**config.mk**
```make
export PLATFORM = sky130hd
export DESIGN_NAME = aes_mixcol_engine_flat
export DESIGN_NICKNAME = d
export VERILOG_FILES = /design/src/rtl/aes_mixcol_if.sv /design/src/rtl/aes_mixcol_engine.sv /design/src/flat_wrapper.sv
export SDC_FILE = /design/constraint.sdc
export NUM_CORES = 1
export LEC_CHECK = 0
export BUFFER_PORTS_ARGS = -buffer_cell sky130_fd_sc_hd__buf_2
export CAP_MARGIN = 20
export CORE_UTILIZATION = 45
export CTS_BUF_LIST = sky130_fd_sc_hd__clkbuf_4 sky130_fd_sc_hd__clkbuf_8 sky130_fd_sc_hd__clkbuf_16
export DETAILED_ROUTE_END_ITERATION = 10
export PLACE_DENSITY = 0.78
export SYNTH_ARGS = -nofsm -noshare
export SYNTH_HDL_FRONTEND = slang
export SYNTH_SLANG_ARGS = --single-unit
```
**constraint.sdc**
```tcl
create_clock -name clk -period 3.35 [get_ports clk]
set_input_delay 0.67 -clock clk [delete_from_list [all_inputs] [get_ports clk]]
set_output_delay 0.67 -clock clk [all_outputs]
set_load 0.02 [all_outputs]
```
**src/rtl/aes_mixcol_if.sv**
```systemverilog
// Handshake bundle between the AES round datapath and the MixColumns engine.
// The master drives blocks in and consumes results; the slave is the engine.
interface aes_mixcol_if;
    logic         in_valid;
    logic         in_ready;
    logic [127:0] in_block;
    logic [1:0]   in_mode;
    logic         out_valid;
    logic         out_ready;
    logic [127:0] out_block;
    logic         busy;

    modport master (
        output in_valid, in_block, in_mode, out_ready,
        input  in_ready, out_valid, out_block, busy
    );

    modport slave (
        input  in_valid, in_block, in_mode, out_ready,
        output in_ready, out_valid, out_block, busy
    );
endinterface

```
**src/rtl/aes_mixcol_engine.sv**
```systemverilog
// Handshaked MixColumns / InvMixColumns / bypass engine for the AES round loop.
// It transforms COLS_PER_CYCLE columns per clock in place in a working register.
module aes_mixcol_engine #(
    parameter int COLS_PER_CYCLE = 1
) (
    input  logic        clk,
    input  logic        rst_n,
    aes_mixcol_if.slave bus
);

    generate
        if (!(COLS_PER_CYCLE == 1 || COLS_PER_CYCLE == 2 || COLS_PER_CYCLE == 4)) begin : g_bad_cols
            $error("aes_mixcol_engine: COLS_PER_CYCLE must be 1, 2 or 4");
        end
    endgenerate

    localparam logic [1:0] STEP     = 2'(COLS_PER_CYCLE);
    localparam logic [1:0] LAST_COL = 2'(4 - COLS_PER_CYCLE);

    typedef enum logic [1:0] {
        ST_IDLE = 2'b00,
        ST_BUSY = 2'b01,
        ST_DONE = 2'b10
    } state_e;

    state_e       state_r;
    state_e       state_next_s;
    logic [127:0] work_r;
    logic [127:0] work_next_s;
    logic [127:0] out_block_r;
    logic [1:0]   mode_r;
    logic [1:0]   col_cnt_r;
    logic [1:0]   col_idx_s;
    logic         accept_s;
    logic         last_group_s;
    logic         in_ready_s;
    logic         out_valid_s;
    logic         busy_s;

    function automatic logic [7:0] xtime(input logic [7:0] b);
        logic [7:0] r;
        if (b[7]) begin
            r = {b[6:0], 1'b0} ^ 8'h1b;
        end else begin
            r = {b[6:0], 1'b0};
        end
        return r;
    endfunction

    // Inverse coefficients are built from the 2x/4x/8x chain: 0e=8+4+2, 0b=8+2+1, 0d=8+4+1, 09=8+1.
    function automatic logic [31:0] col_xform(input logic [31:0] col, input logic [1:0] mode);
        logic [7:0]  a  [4];
        logic [7:0]  x2 [4];
        logic [7:0]  x4 [4];
        logic [7:0]  x8 [4];
        logic [31:0] res;
        for (int r = 0; r < 4; r++) begin
            a[r]  = col[31-8*r -: 8];
            x2[r] = xtime(a[r]);
            x4[r] = xtime(x2[r]);
            x8[r] = xtime(x4[r]);
        end
        res = col;
        case (mode)
            2'b00: begin
                for (int r = 0; r < 4; r++) begin
                    res[31-8*r -: 8] = x2[r] ^ x2[(r+1)%4] ^ a[(r+1)%4] ^ a[(r+2)%4] ^ a[(r+3)%4];
                end
            end
            2'b01: begin
                for (int r = 0; r < 4; r++) begin
                    res[31-8*r -: 8] = (x8[r] ^ x4[r] ^ x2[r])
                                     ^ (x8[(r+1)%4] ^ x2[(r+1)%4] ^ a[(r+1)%4])
                                     ^ (x8[(r+2)%4] ^ x4[(r+2)%4] ^ a[(r+2)%4])
                                     ^ (x8[(r+3)%4] ^ a[(r+3)%4]);
                end
            end
            default: res = col;
        endcase
        return res;
    endfunction

    // Column group transform; column c lives at bit offset 32*(3-c), i.e. {~c, 5'b0}.
    always_comb begin
        work_next_s = work_r;
        col_idx_s   = 2'b00;
        for (int g = 0; g < COLS_PER_CYCLE; g++) begin
            col_idx_s = col_cnt_r + 2'(g);
            work_next_s[{~col_idx_s, 5'b00000} +: 32] = col_xform(work_r[{~col_idx_s, 5'b00000} +: 32], mode_r);
        end
    end

    assign last_group_s = (col_cnt_r == LAST_COL);
    assign accept_s     = bus.in_valid & in_ready_s;

    // State register.
    always_ff @(posedge clk or negedge rst_n) begin
        if (!rst_n) begin
            state_r <= ST_IDLE;
        end else begin
            state_r <= state_next_s;
        end
    end

    // Next-state logic.
    always_comb begin
        state_next_s = state_r;
        case (state_r)
            ST_IDLE: begin
                if (accept_s) state_next_s = ST_BUSY;
                else          state_next_s = ST_IDLE;
            end
            ST_BUSY: begin
                if (last_group_s) state_next_s = ST_DONE;
                else              state_next_s = ST_BUSY;
            end
            ST_DONE: begin
                if (bus.out_ready) begin
                    if (accept_s) state_next_s = ST_BUSY;
                    else          state_next_s = ST_IDLE;
                end else begin
                    state_next_s = ST_DONE;
                end
            end
            default: state_next_s = ST_IDLE;
        endcase
    end

    // Output decode from the state register; in_ready never depends on in_valid.
    always_comb begin
        in_ready_s  = 1'b0;
        out_valid_s = 1'b0;
        busy_s      = 1'b0;
        case (state_r)
            ST_IDLE: in_ready_s = 1'b1;
            ST_BUSY: busy_s     = 1'b1;
            ST_DONE: begin
                in_ready_s  = bus.out_ready;
                out_valid_s = 1'b1;
                busy_s      = 1'b1;
            end
            default: in_ready_s = 1'b0;
        endcase
    end

    // Working/mode registers, column counter and the result register loaded on entry to DONE.
    always_ff @(posedge clk or negedge rst_n) begin
        if (!rst_n) begin
            work_r      <= 128'h0;
            mode_r      <= 2'b00;
            col_cnt_r   <= 2'b00;
            out_block_r <= 128'h0;
        end else begin
            if (accept_s) begin
                work_r    <= bus.in_block;
                mode_r    <= bus.in_mode;
                col_cnt_r <= 2'b00;
            end else if (state_r == ST_BUSY) begin
                work_r    <= work_next_s;
                col_cnt_r <= col_cnt_r + STEP;
            end else begin
                col_cnt_r <= col_cnt_r;
            end
            if ((state_r == ST_BUSY) && last_group_s) begin
                out_block_r <= work_next_s;
            end else begin
                out_block_r <= out_block_r;
            end
        end
    end

    assign bus.in_ready  = in_ready_s;
    assign bus.out_valid = out_valid_s;
    assign bus.out_block = out_block_r;
    assign bus.busy      = busy_s;

endmodule

```
**src/flat_wrapper.sv**
```systemverilog
// flat-port wrapper written by rule: the top's interface ports become plain ports
module aes_mixcol_engine_flat 
#(
    parameter int COLS_PER_CYCLE = 1
)
  (clk, rst_n, bus_in_valid, bus_in_block, bus_in_mode, bus_out_ready, bus_in_ready, bus_out_valid, bus_out_block, bus_busy);
  aes_mixcol_if bus_i ();
  input  logic clk;
  input  logic rst_n;
  input wire logic [$bits(bus_i.in_valid)-1:0] bus_in_valid;
  input wire logic [$bits(bus_i.in_block)-1:0] bus_in_block;
  input wire logic [$bits(bus_i.in_mode)-1:0] bus_in_mode;
  input wire logic [$bits(bus_i.out_ready)-1:0] bus_out_ready;
  output wire logic [$bits(bus_i.in_ready)-1:0] bus_in_ready;
  output wire logic [$bits(bus_i.out_valid)-1:0] bus_out_valid;
  output wire logic [$bits(bus_i.out_block)-1:0] bus_out_block;
  output wire logic [$bits(bus_i.busy)-1:0] bus_busy;
  assign bus_i.in_valid = bus_in_valid;
  assign bus_i.in_block = bus_in_block;
  assign bus_i.in_mode = bus_in_mode;
  assign bus_i.out_ready = bus_out_ready;
  assign bus_in_ready = bus_i.in_ready;
  assign bus_out_valid = bus_i.out_valid;
  assign bus_out_block = bus_i.out_block;
  assign bus_busy = bus_i.busy;
  aes_mixcol_engine #(.COLS_PER_CYCLE(COLS_PER_CYCLE)) u_core (.clk(clk), .rst_n(rst_n), .bus(bus_i));
endmodule
```
==> run summary <==
The tools report the remaining global-route overflow as 0. The final reports fail on negative setup slack. The largest single stage delay on the critical path is 0.60 ns. STA classifies the critical path startpoint as a flip-flop. The clock edge transition at the registers on the reported setup and hold paths is 0.07 ns, and the worst setup slack before clock tree synthesis is -0.631 ns. From synthesis to final layout, the design area changed by 36.3%.

For the hold violation total from the final report, the log shows 0. Synthesis inferred 262 register bits. The library cell used most frequently in the layout, excluding fill and tap cells, is buf_2. In this run the worst path has a maximum fanout of 5. The floorplan has 67 rows. The fmax is 0.286 GHz. The synthesized design contains 0 enable-type register cells. The clock insertion delay at the later pin of the skew report was 0.58 ns; the number of global-route vias before repair was 14.7k. In the final routed layout, each cell accounts on average for 24.9 um. The number of I/O pins was 265; the first-iteration detailed-routing DRC count was 1512. The normalized max-slew margin was 24.2%; the mean number of vias per cell was 6.05.

The initial standard-cell utilization of the core came out at 46.2%. The run gives 1586 as the gate count of the mapped netlist. The remaining number of nets flagged by the antenna check after routing came out at 0. At the pin with the least slew margin, the transition time is 1.14 ns. Across the run, the number of max-cap violations was 0.

For the post-layout worst setup margin, the log shows -0.141 ns. During synthesis, Yosys emitted a total of 0 warnings. The multi-input combinational cells in the finished layout cover a total of 9580 um2.

Data arrives at the worst endpoint at 3.98 ns. The congestion estimate from routability-driven global placement came to 0.981. The worst clock skew is 0.0164 ns, and the total count of max-transition violations in the final report is 0. Post-layout net count: 2125. In the final layout, the share of cells above drive strength 1 is 38.7%.

The first detailed-routing pass took 6 iterations. The first-pass GRT wire length is 90700 um, and the instance count after placement with tap cells included is 2351. Clock tree synthesis found a total of 262 sinks. Core outline area: 33800 um2. The combined global-route utilization of all metal layers came out at 34.1%. From bottom edge to top edge, the die measures 188 um. The number of H-tree levels is 1.

The routed design could run at a clock period as short as 3.49 ns. The endpoint class of the critical path was a flip-flop. The count of filler cells inserted in the layout was 2629; the distinct cell type count after synthesis was 63.

Excluding fillers, the count of instances in the completed layout stands at 2455. The type of the setup path with the least slack is reg2reg. The tools report the maximum number of buffers from clock root to sink as 3. After detailed routing, the number of remaining DRC violations is 0. The floorplan step defined a die boundary enclosing 35400 um2. Setup repair after global routing could not meet its margin everywhere. Post-detailed-placement half-perimeter wirelength: 43600 um. The number of failing setup endpoints in the final timing report is 51. The final clock period utilization by the worst path came out at 104%. During placement, the flow inserted port buffers numbering 264.

The total routed wirelength is 61100 um, and the horizontal extent of the die is 188 um. When the netlist entered floorplanning its net count stood at 1729. Class of the worst hold path: in2async. TritonCTS built the clock tree.

The post-synthesis sequential area ratio was 42.0%. Traced cell by cell, the critical path runs through buf_12 -> buf_8 -> mux4_2 -> xnor2_4 -> buf_6 -> buf_6 -> xnor3_1 -> xnor3_1 -> o21a_4 -> mux2i_4 -> nand3_2 -> a31oi_1. Total via count after detailed routing: 14.8k. Summing every instance area after synthesis gives 15600 um2. The proportion of register bits with asynchronous set or reset after synthesis is 100%, and the initial antenna violation count is 3. In the layout the commonest cells are buf_2, dfrtp_1, nand2_1, buf_4, o21ai_0.

At the worst endpoint, the required time is 3.84 ns. Entering global routing, the biggest net connects 115 pins. The flow ran to the end, but the final reports show violations. Summing all flip-flop and latch instances after layout gives 6560 um2.

The slowest stage of the critical path belongs to the cell mux4_2. The logs give -2.90 ns for the sum of negative setup slack and 29 for the TritonCTS buffer count. The top flip-flop cell by instance count after synthesis is dfrtp_1. CTS placed an instance of clkbuf_16 at the clock tree root. Synthesized area per cell: 9.83 um2.
## worst max-delay path: cells and delay by family, from the launching register on
kind                   cells  cell delay (ns)
flip-flops                 1             0.44
AO/OA/AOI/OAI              2             0.38
buffers and inverters      4             0.50
multiplexers               2             0.97
AND/OR/NAND/NOR            1             0.14
XOR/XNOR                   3             0.95
## stage by stage
stage          cell area [um2]  util [%]  hold WS [ns]
2_1_floorplan            15600         -         0.374
3_3_place_gp             18500      54.7         0.457
3_5_place_dp             18500      54.7         0.465
4_1_cts                  20500      60.7         0.140
5_1_grt                  21200      62.9         0.156
6_report                 21300      62.9        0.0846
## metal layers
| layer | GRT usage (%) | part of all wire, % | vias to the layer above |
|---|---|---|---|
| met1 | 43.9 | 37 | 7179 |
| met3 | 6.34 | 9.8 | 239 |
| met2 | 53.7 | 46 | 1054 |
| met4 | 20.1 | 7.2 | 2 |
| met5 | 0 | 0.021 | - |
| li1 | - | - | 6373 |
## final cells by class
class                   instances  share of cell area (%)
clock inverters                11                   0.960
multi-input cells            1174                    45.1
clock buffers                  43                    4.17
diodes                          2                  0.0235
flip-flops and latches        262                    30.9
repair buffers                502                    16.0
well taps                     448                    2.64
inverters                      13                   0.230
## cells by family (layout without fill, tap and decap cells)
family                   count (synthesis)  count (layout)  share of synthesized area (%)
adder cells (fa/ha/maj)                  9               9                          0.722
other                                    0               2                              0
multiplexers                            47              47                           5.72
AO/OA/AOI/OAI                          441             441                           17.5
AND/OR/NAND/NOR                        472             472                           13.0
buffers and inverters                  150             569                           4.10
flip-flops                             262             262                           42.0
XOR/XNOR                               205             205                           16.9
## path summary, 6_finish.rpt
path | from | endpoint | slack (ns) | depth (start not counted)
hold / removal | rst_n | u_core.bus.out_block[108]$_DFFE_PN0P_ | 0.08 | 1
hold reg to reg | u_core.bus.out_block[45]$_DFFE_PN0P_ | u_core.bus.out_block[45]$_DFFE_PN0P_ | 0.47 | 2
max in group asynchronous | rst_n | u_core.work_r[98]$_DFFE_PN0P_ | 2.40 | 2
setup reg to reg | u_core.col_cnt_r[0]$_DFFE_PN0P_ | u_core.bus.out_block[11]$_DFFE_PN0P_ | -0.14 | 12
setup / recovery | u_core.col_cnt_r[0]$_DFFE_PN0P_ | u_core.bus.out_block[11]$_DFFE_PN0P_ | -0.14 | 12
min in group clk | bus_in_block[8] | u_core.work_r[8]$_DFFE_PN0P_ | 0.30 | 3
## sequential cells by signal, summed over array words and instances, names as in the netlist
signal,cells
u_core.bus.out_block,128
u_core.col_cnt_r,2
u_core.mode_r,2
u_core.state_r,2
u_core.work_r,128
## Yosys cell counts (7+ instances only)
cell type    n  share of area [%]
o21ai_1     13               0.42
xnor2_1    107                6.0
o21a_1      17               0.82
a2bb2oi_1   30                1.7
xor2_1      35                2.0
o21ai_0    172                5.5
clkbuf_1   106                2.6
nor2_1     122                2.9
inv_1       12               0.29
ha_1         9               0.72
mux2i_1     12               0.77
xor3_1       7                1.1
dfrtp_1    262                 42
xnor3_1     42                6.1
nand2_1    247                5.9
a31oi_1     16               0.64
buf_2       18               0.58
mux4_2      28                4.0
o31ai_1     29                1.4
nand2b_1     7               0.28
a21oi_1     98                3.1
a221oi_1    33                1.9
xnor2_2      8               0.83
and3_1      69                2.8
## repair_timing
action	4_1_cts	5_1_grt
pin swaps	40	54
buffers inserted	38	12
setup endpoints to repair	143	155
gates cloned	1	0
resized for setup	109	155
hold buffers	0	0
Power is not shown: default switching activity piles up to over one toggle a cycle in this logic, so the estimate is an artifact.
